--- src/rtl/npc_defs.sv ---
// Definitions shared by the core fetch stages: fetch FSM encodings, error
// instruction value and default bus widths.
package npc_defs;

  localparam int DEF_ADDR_WIDTH = 32;
  localparam int DEF_DATA_WIDTH = 32;

  // Instruction word returned alongside fetch_err.
  localparam logic [31:0] INST_ERR = 32'h0;

  typedef enum logic [2:0] {
    S_IDLE  = 3'd0,
    S_REQ   = 3'd1,
    S_WAIT  = 3'd2,
    S_DRAIN = 3'd3,
    S_HOLD  = 3'd4
  } fetchStateT;

endpackage

--- src/rtl/fetch_timer.sv ---
// Saturating cycle counter for fetch timeouts. expired flags the cycle whose
// closing edge brings the count to TIMEOUT.
module fetch_timer #(
  parameter int TIMEOUT = 255
) (
  input  logic clk,
  input  logic rst,
  input  logic clear,
  input  logic enable,
  output logic expired
);

  localparam int CntWidth = $clog2(TIMEOUT + 1);
  localparam logic [CntWidth-1:0] CntMax  = CntWidth'(TIMEOUT);
  localparam logic [CntWidth-1:0] CntLast = CntWidth'(TIMEOUT - 1);

  logic [CntWidth-1:0] cntQ;

  always_ff @(posedge clk) begin
    if (rst) begin
      cntQ <= '0;
    end else if (clear) begin
      cntQ <= '0;
    end else if (enable && (cntQ != CntMax)) begin
      cntQ <= cntQ + CntWidth'(1);
    end
  end

  // >= rather than == so a saturated count still reads as expired.
  assign expired = (cntQ >= CntLast);

endmodule

--- src/rtl/imem_fetch_ctrl.sv ---
// Instruction-fetch controller: runs one req/gnt/rvalid read per fetch and
// holds the registered instruction for the core under valid/ready.
//
// state   | meaning
// S_IDLE  | no fetch in flight
// S_REQ   | mem_req high, waiting for gnt
// S_WAIT  | granted, waiting for rvalid
// S_DRAIN | granted but flushed, swallow the response
// S_HOLD  | inst/fetch_err presented to the core
module imem_fetch_ctrl
  import npc_defs::*;
#(
  parameter int ADDR_WIDTH = DEF_ADDR_WIDTH,
  parameter int DATA_WIDTH = DEF_DATA_WIDTH,
  parameter int TIMEOUT    = 255
) (
  input  logic                  clk,
  input  logic                  rst,
  input  logic [ADDR_WIDTH-1:0] pc,
  input  logic                  fetch_req,
  input  logic                  flush,
  output logic [DATA_WIDTH-1:0] inst,
  output logic                  inst_valid,
  input  logic                  inst_ready,
  output logic                  fetch_err,
  output logic                  busy,
  output logic                  mem_req,
  output logic [ADDR_WIDTH-1:0] mem_addr,
  input  logic                  mem_gnt,
  input  logic                  mem_rvalid,
  input  logic [DATA_WIDTH-1:0] mem_rdata
);

  fetchStateT            state, nextState;
  logic [ADDR_WIDTH-1:0] addrQ;
  logic [DATA_WIDTH-1:0] instQ, loadData;
  logic                  errQ, loadErr, loadInst;
  logic                  discardQ, launch, pcAligned;
  logic                  timerClear, timerEn, expired;

  assign launch     = fetch_req && !flush;
  assign pcAligned  = (pc[1:0] == 2'b00);
  assign timerClear = (nextState == S_REQ) && (state != S_REQ);
  assign timerEn    = (state == S_REQ) || (state == S_WAIT) || (state == S_DRAIN);

  fetch_timer #(
    .TIMEOUT(TIMEOUT)
  ) uTimer (
    .clk    (clk),
    .rst    (rst),
    .clear  (timerClear),
    .enable (timerEn),
    .expired(expired)
  );

  always_ff @(posedge clk) begin
    if (rst) begin
      state <= S_IDLE;
    end else begin
      state <= nextState;
    end
  end

  always_comb begin
    nextState = state;
    loadInst  = 1'b0;
    loadData  = DATA_WIDTH'(INST_ERR);
    loadErr   = 1'b1;
    unique case (state)
      S_IDLE: begin
        if (launch) begin
          if (pcAligned) begin
            nextState = S_REQ;
          end else begin
            nextState = S_HOLD;
            loadInst  = 1'b1;
          end
        end
      end
      S_REQ: begin
        // A flushed fetch that times out has nobody left to report to.
        if (expired) begin
          if (discardQ || flush) begin
            nextState = S_IDLE;
          end else begin
            nextState = S_HOLD;
            loadInst  = 1'b1;
          end
        end else if (mem_gnt) begin
          nextState = (discardQ || flush) ? S_DRAIN : S_WAIT;
        end
      end
      S_WAIT: begin
        if (mem_rvalid) begin
          if (flush) begin
            nextState = S_IDLE;
          end else begin
            nextState = S_HOLD;
            loadInst  = 1'b1;
            loadData  = mem_rdata;
            loadErr   = 1'b0;
          end
        end else if (flush) begin
          nextState = S_DRAIN;
        end else if (expired) begin
          nextState = S_HOLD;
          loadInst  = 1'b1;
        end
      end
      S_DRAIN: begin
        if (mem_rvalid || expired) begin
          nextState = S_IDLE;
        end
      end
      S_HOLD: begin
        if (flush) begin
          nextState = S_IDLE;
        end else if (inst_ready) begin
          if (launch && pcAligned) begin
            nextState = S_REQ;
          end else if (launch) begin
            loadInst = 1'b1;
          end else begin
            nextState = S_IDLE;
          end
        end
      end
      default: nextState = S_IDLE;
    endcase
  end

  always_ff @(posedge clk) begin
    if (rst) begin
      addrQ    <= '0;
      instQ    <= '0;
      errQ     <= 1'b0;
      discardQ <= 1'b0;
    end else begin
      if (timerClear) begin
        addrQ    <= {pc[ADDR_WIDTH-1:2], 2'b00};
        discardQ <= 1'b0;
      end else if ((state == S_REQ) && flush) begin
        discardQ <= 1'b1;
      end
      if (loadInst) begin
        instQ <= loadData;
        errQ  <= loadErr;
      end
    end
  end

  always_comb begin
    inst       = instQ;
    fetch_err  = errQ;
    mem_addr   = addrQ;
    inst_valid = (state == S_HOLD);
    busy       = (state != S_IDLE);
    mem_req    = (state == S_REQ);
  end

endmodule

--- config.mk ---
export PLATFORM = sky130hd
export DESIGN_NAME = imem_fetch_ctrl
export DESIGN_NICKNAME = d
export VERILOG_FILES = /design/src/rtl/npc_defs.sv /design/src/rtl/fetch_timer.sv /design/src/rtl/imem_fetch_ctrl.sv
export SDC_FILE = /design/constraint.sdc
export NUM_CORES = 1
export LEC_CHECK = 0
export CAP_MARGIN = 0
export CORE_ASPECT_RATIO = 1.1
export CORE_MARGIN = 5
export CORE_UTILIZATION = 43
export DETAILED_ROUTE_END_ITERATION = 12
export PLACE_DENSITY_LB_ADDON = 0.05
export SLEW_MARGIN = 30
export SYNTH_ARGS = -nofsm -noshare
export SYNTH_HDL_FRONTEND = slang
export SYNTH_HIERARCHICAL = 1
export SYNTH_SLANG_ARGS = --single-unit
--- constraint.sdc ---
create_clock -name clk -period 2.1 [get_ports clk]
set_input_delay 0.21 -clock clk [delete_from_list [all_inputs] [get_ports clk]]
set_output_delay 0.21 -clock clk [all_outputs]
set_load 0.005 [all_outputs]
==> results.md <==
* Final Hold Fails at 0
* Skew-Pair Late Insertion Delay at 0.35 ns
* Clock share of power at 0.396
* Cell row count at 34
* Max-slew violations at 0
* Sequential fraction of the synthesis area at 0.442
* Yosys warning count at 6
* Die width at 94.7 µm
* Cts repair resizes at 0
* Switching Power at 721 µW
* Synth Area in Adders at 0.00737
* First-pass GRT wire length at between 15,000 and 20,000 µm
* Area after DPL at between 4000 and 5000 µm²
* Post-Synth Simple-Gate Area at 0.241
* Cell Pwr Density at between 500 and 600 nW/µm²
* Cell variety after synth at 40
* Status: finished clean
* Core box area at slightly below 8000 µm²
* CTS tree: done
* Startpoint Class: register
* Vias in the first global route at approximately 3.4k
* Crit path kind: reg -> reg
* Fillers at 717
* Crit-path cells: nand4_1, nor2_2, inv_1, o32a_1, o32a_1, a211oi_1
* Reg clk slew, reported paths at 0.09 ns
* Crit-path max cell delay at 0.45 ns
* Routed via count at 3,411
* Cts-stage hold buffer count at 0
* Final setup TNS at 0 ns
* Nets at 611
* Layout Utilization at 0.651
* Xor/xnor share of the synthesized area at 0
* Number of diodes at 0
* Final setup viols at 0
* Main combinational cell family by area after synthesis: simple AND/OR/NAND/NOR gates
* Initial antenna violation count at 0
* CTS HTree Levels at 3
* Net Sw Frac at 0.245
* Pleak at roughly 1.9 nW
* HPWL Detailed at 7040 µm
* CP Max Fanout at 7
* Fmax at 0.502 GHz
* DRT iter0 DRCs at approximately 140
* Pint at 2.22 mW
* Top cells by area, synth: dfxtp_1 44%, nand2_1 11%, o211ai_1 7.3%
* Max cap viols at 0
* Clock tree sinks at 75
* Crit-path most repeated cell: o32a_1
* Post-DR vias/cell at 5.24
* Num CTS Buffers at 9
* Share of power burned in registers at 0.494
* Detailed Routing Iterations Pass 1 at 4
* Total track usage at 0.210
* Top cell type by total area after synthesis: dfxtp_1
* RD Place Congestion at 0.848
* IO buf count at 136
* Worst path arrival time at 2.26 ns
* Grt total ovfl at 0
* Fin crit share at 0.949
* Slowest CP cell: dfxtp_1
* Min Tclk post-route at 1.99 ns
* Post-synth top area share at 0.442
* Post-route ant nets at 0
* Skew final at approximately 0.014 ns
* Cells after Synth at between 400 and 500
* Logic pwr share at 0.110
* DRC violations left at 0
* Deepest clock path buffer count at 2
* Die ar. at 9780 µm²
* Share of cells above drive strength 1 at 0.0755
* Pin count of the biggest net entering global routing at 38
* Syn avg cell area at 8.27 µm²
* Worst Hold Class: in -> reg
* Setup Buffers After CTS at 0
* CP required at roughly 2.4 ns
* Tightest hold margin at around 0.40 ns
* Compound-gate portion of the synthesized area at 0.241
* Flops & latches, synth at 75
* Starting Density at 0.434
* Routed wire length per instance at 15.6 µm
* Synth Cell Area at 3400 µm²
* Root Buffer: clkbuf_8
* RSZ-0062 raised after global routing: no
* Num ports at 139
* Fin area at 5100 µm²
* Detailed Route WL at 10,200 µm
* CP Capture Type: register
* Synth-to-Final Area Change at 50.1%
* Peak supply drop at 0.271 mV
* DIE HEIGHT at 103 µm
* Sequential Area at 1500 µm²
* Post-synthesis mux area share at 0.00884
* Multi-input gate area in the final layout at 1720 µm²
cell usage after synthesis (all sizes together):
master  number
buf         11
nor2         9
and4b        1
o22ai        1
or4          1
inv          6
a22oi       32
clkinv       1
or3          2
mux2i        3
o32a         3
clkbuf      23
a21oi       35
o31ai        1
nand4        1
o211ai      33
ha           2
a311oi       1
nor3         5
nor2b       33
nor4b        1
dfxtp       75
or2          2
o311ai       1
o211a        1
a211oi       4
nor4         1
nand2      101
a31oi        5
nand3        5
conb         1
nand2b       3
o21ai        3
or3b         1
and4         3
cell families after synthesis:
logic type | count (synthesis)
and+or+nand+nor | 169
AOI/OAI and AO/OA | 120
DFF | 75
buffers and inverters | 41
muxes | 3
adders and majority gates | 2
other | 1
power by group through the flow:
stage	combinational (mW)	clock, mW	sequential [mW]
finish	0.323	1.16	1.45
global route	0.347	1.26	1.46
CTS	0.325	1.19	1.45
detailed placement	0.324	0	1.49
global placement	0.321	0	1.49
floorplan	0.111	0	1.48
worst paths after layout:
kind / from / to / slack, ns / cells after the start
max: uTimer/cntQ[4]$_SDFFE_PP0P_ / fetch_err$_SDFFE_PP0P_ / 0.11 / 6
max reg2reg: uTimer/cntQ[4]$_SDFFE_PP0P_ / fetch_err$_SDFFE_PP0P_ / 0.11 / 6
min reg2reg: mem_addr[29]$_SDFFE_PP0P_ / mem_addr[29]$_SDFFE_PP0P_ / 0.45 / 2
min: pc[28] / mem_addr[28]$_SDFFE_PP0P_ / 0.40 / 3
layer usage:
layer | share of wire | vias to the layer above | GRT usage
met4 | 0.019 | 0 | 0.0766
met3 | 0.074 | 20 | 0.0543
li1 | - | 1704 | -
met1 | 0.42 | 1542 | 0.268
met2 | 0.48 | 145 | 0.343
met5 | 0 | - | 0
sequential cells by signal (all words and copies together), names as in the netlist:
signal and flops:
uTimer/cntQ 8, inst 32, state 3, fetch_err 1, discardQ 1, mem_addr 30
per-stage QoR:
stage | worst slack (ns) | power, mW | std cells
6_report | 0.107 | 2.94 | 651
5_1_grt | 0.0155 | 3.06 | 651
4_1_cts | 0.0846 | 2.97 | 651
3_5_place_dp | -0.0484 | 1.81 | 635
3_3_place_gp | 0.0200 | 1.81 | 635
2_1_floorplan | 0.255 | 1.60 | 412
critical path: cells and delay by family, from the launching register on:
| family | cells | cell delay, ns |
|---|---|---|
| simple gates | 2 | 0.46 |
| compound gates | 3 | 0.89 |
| flops | 1 | 0.45 |
| buf+inv | 1 | 0.10 |
cells in the final DEF (no fill, tap or decap), types with 2 or more instances in the layout:
cell type        synthesis  layout
clkdlybuf4s50_1          0     135
nand2_1                101     101
dfxtp_1                 75      75
a21oi_1                 35      35
nor2b_1                 33      33
o211ai_1                33      33
a22oi_1                 32      32
clkbuf_8                 0      10
buf_4                    2       9
nor2_1                   9       8
inv_1                    6       6
nor3_1                   5       5
a211oi_1                 4       4
a31oi_1                  5       4
buf_12                   0       4
nand2b_1                 3       3
nand3_1                  3       3
o32a_1                   3       3
mux2i_1                  3       3
o21ai_0                  3       3
or2_2                    2       2
clkinv_4                 1       2
conb_1                   1       2
clkinvlp_4               0       2
inv_6                    0       2
or3_1                    2       2
and4_1                   2       2
nand3_2                  2       2
ha_1                     2       2
final cells by class:
type,instances,area share
inverters,7,0.00614
flip-flops and latches,75,0.295
multi-input cells,296,0.337
clock inverters,6,0.0140
clock buffers,10,0.0270
repair buffers,149,0.295
well taps,108,0.0265
Power figures use the tool's default switching activity.
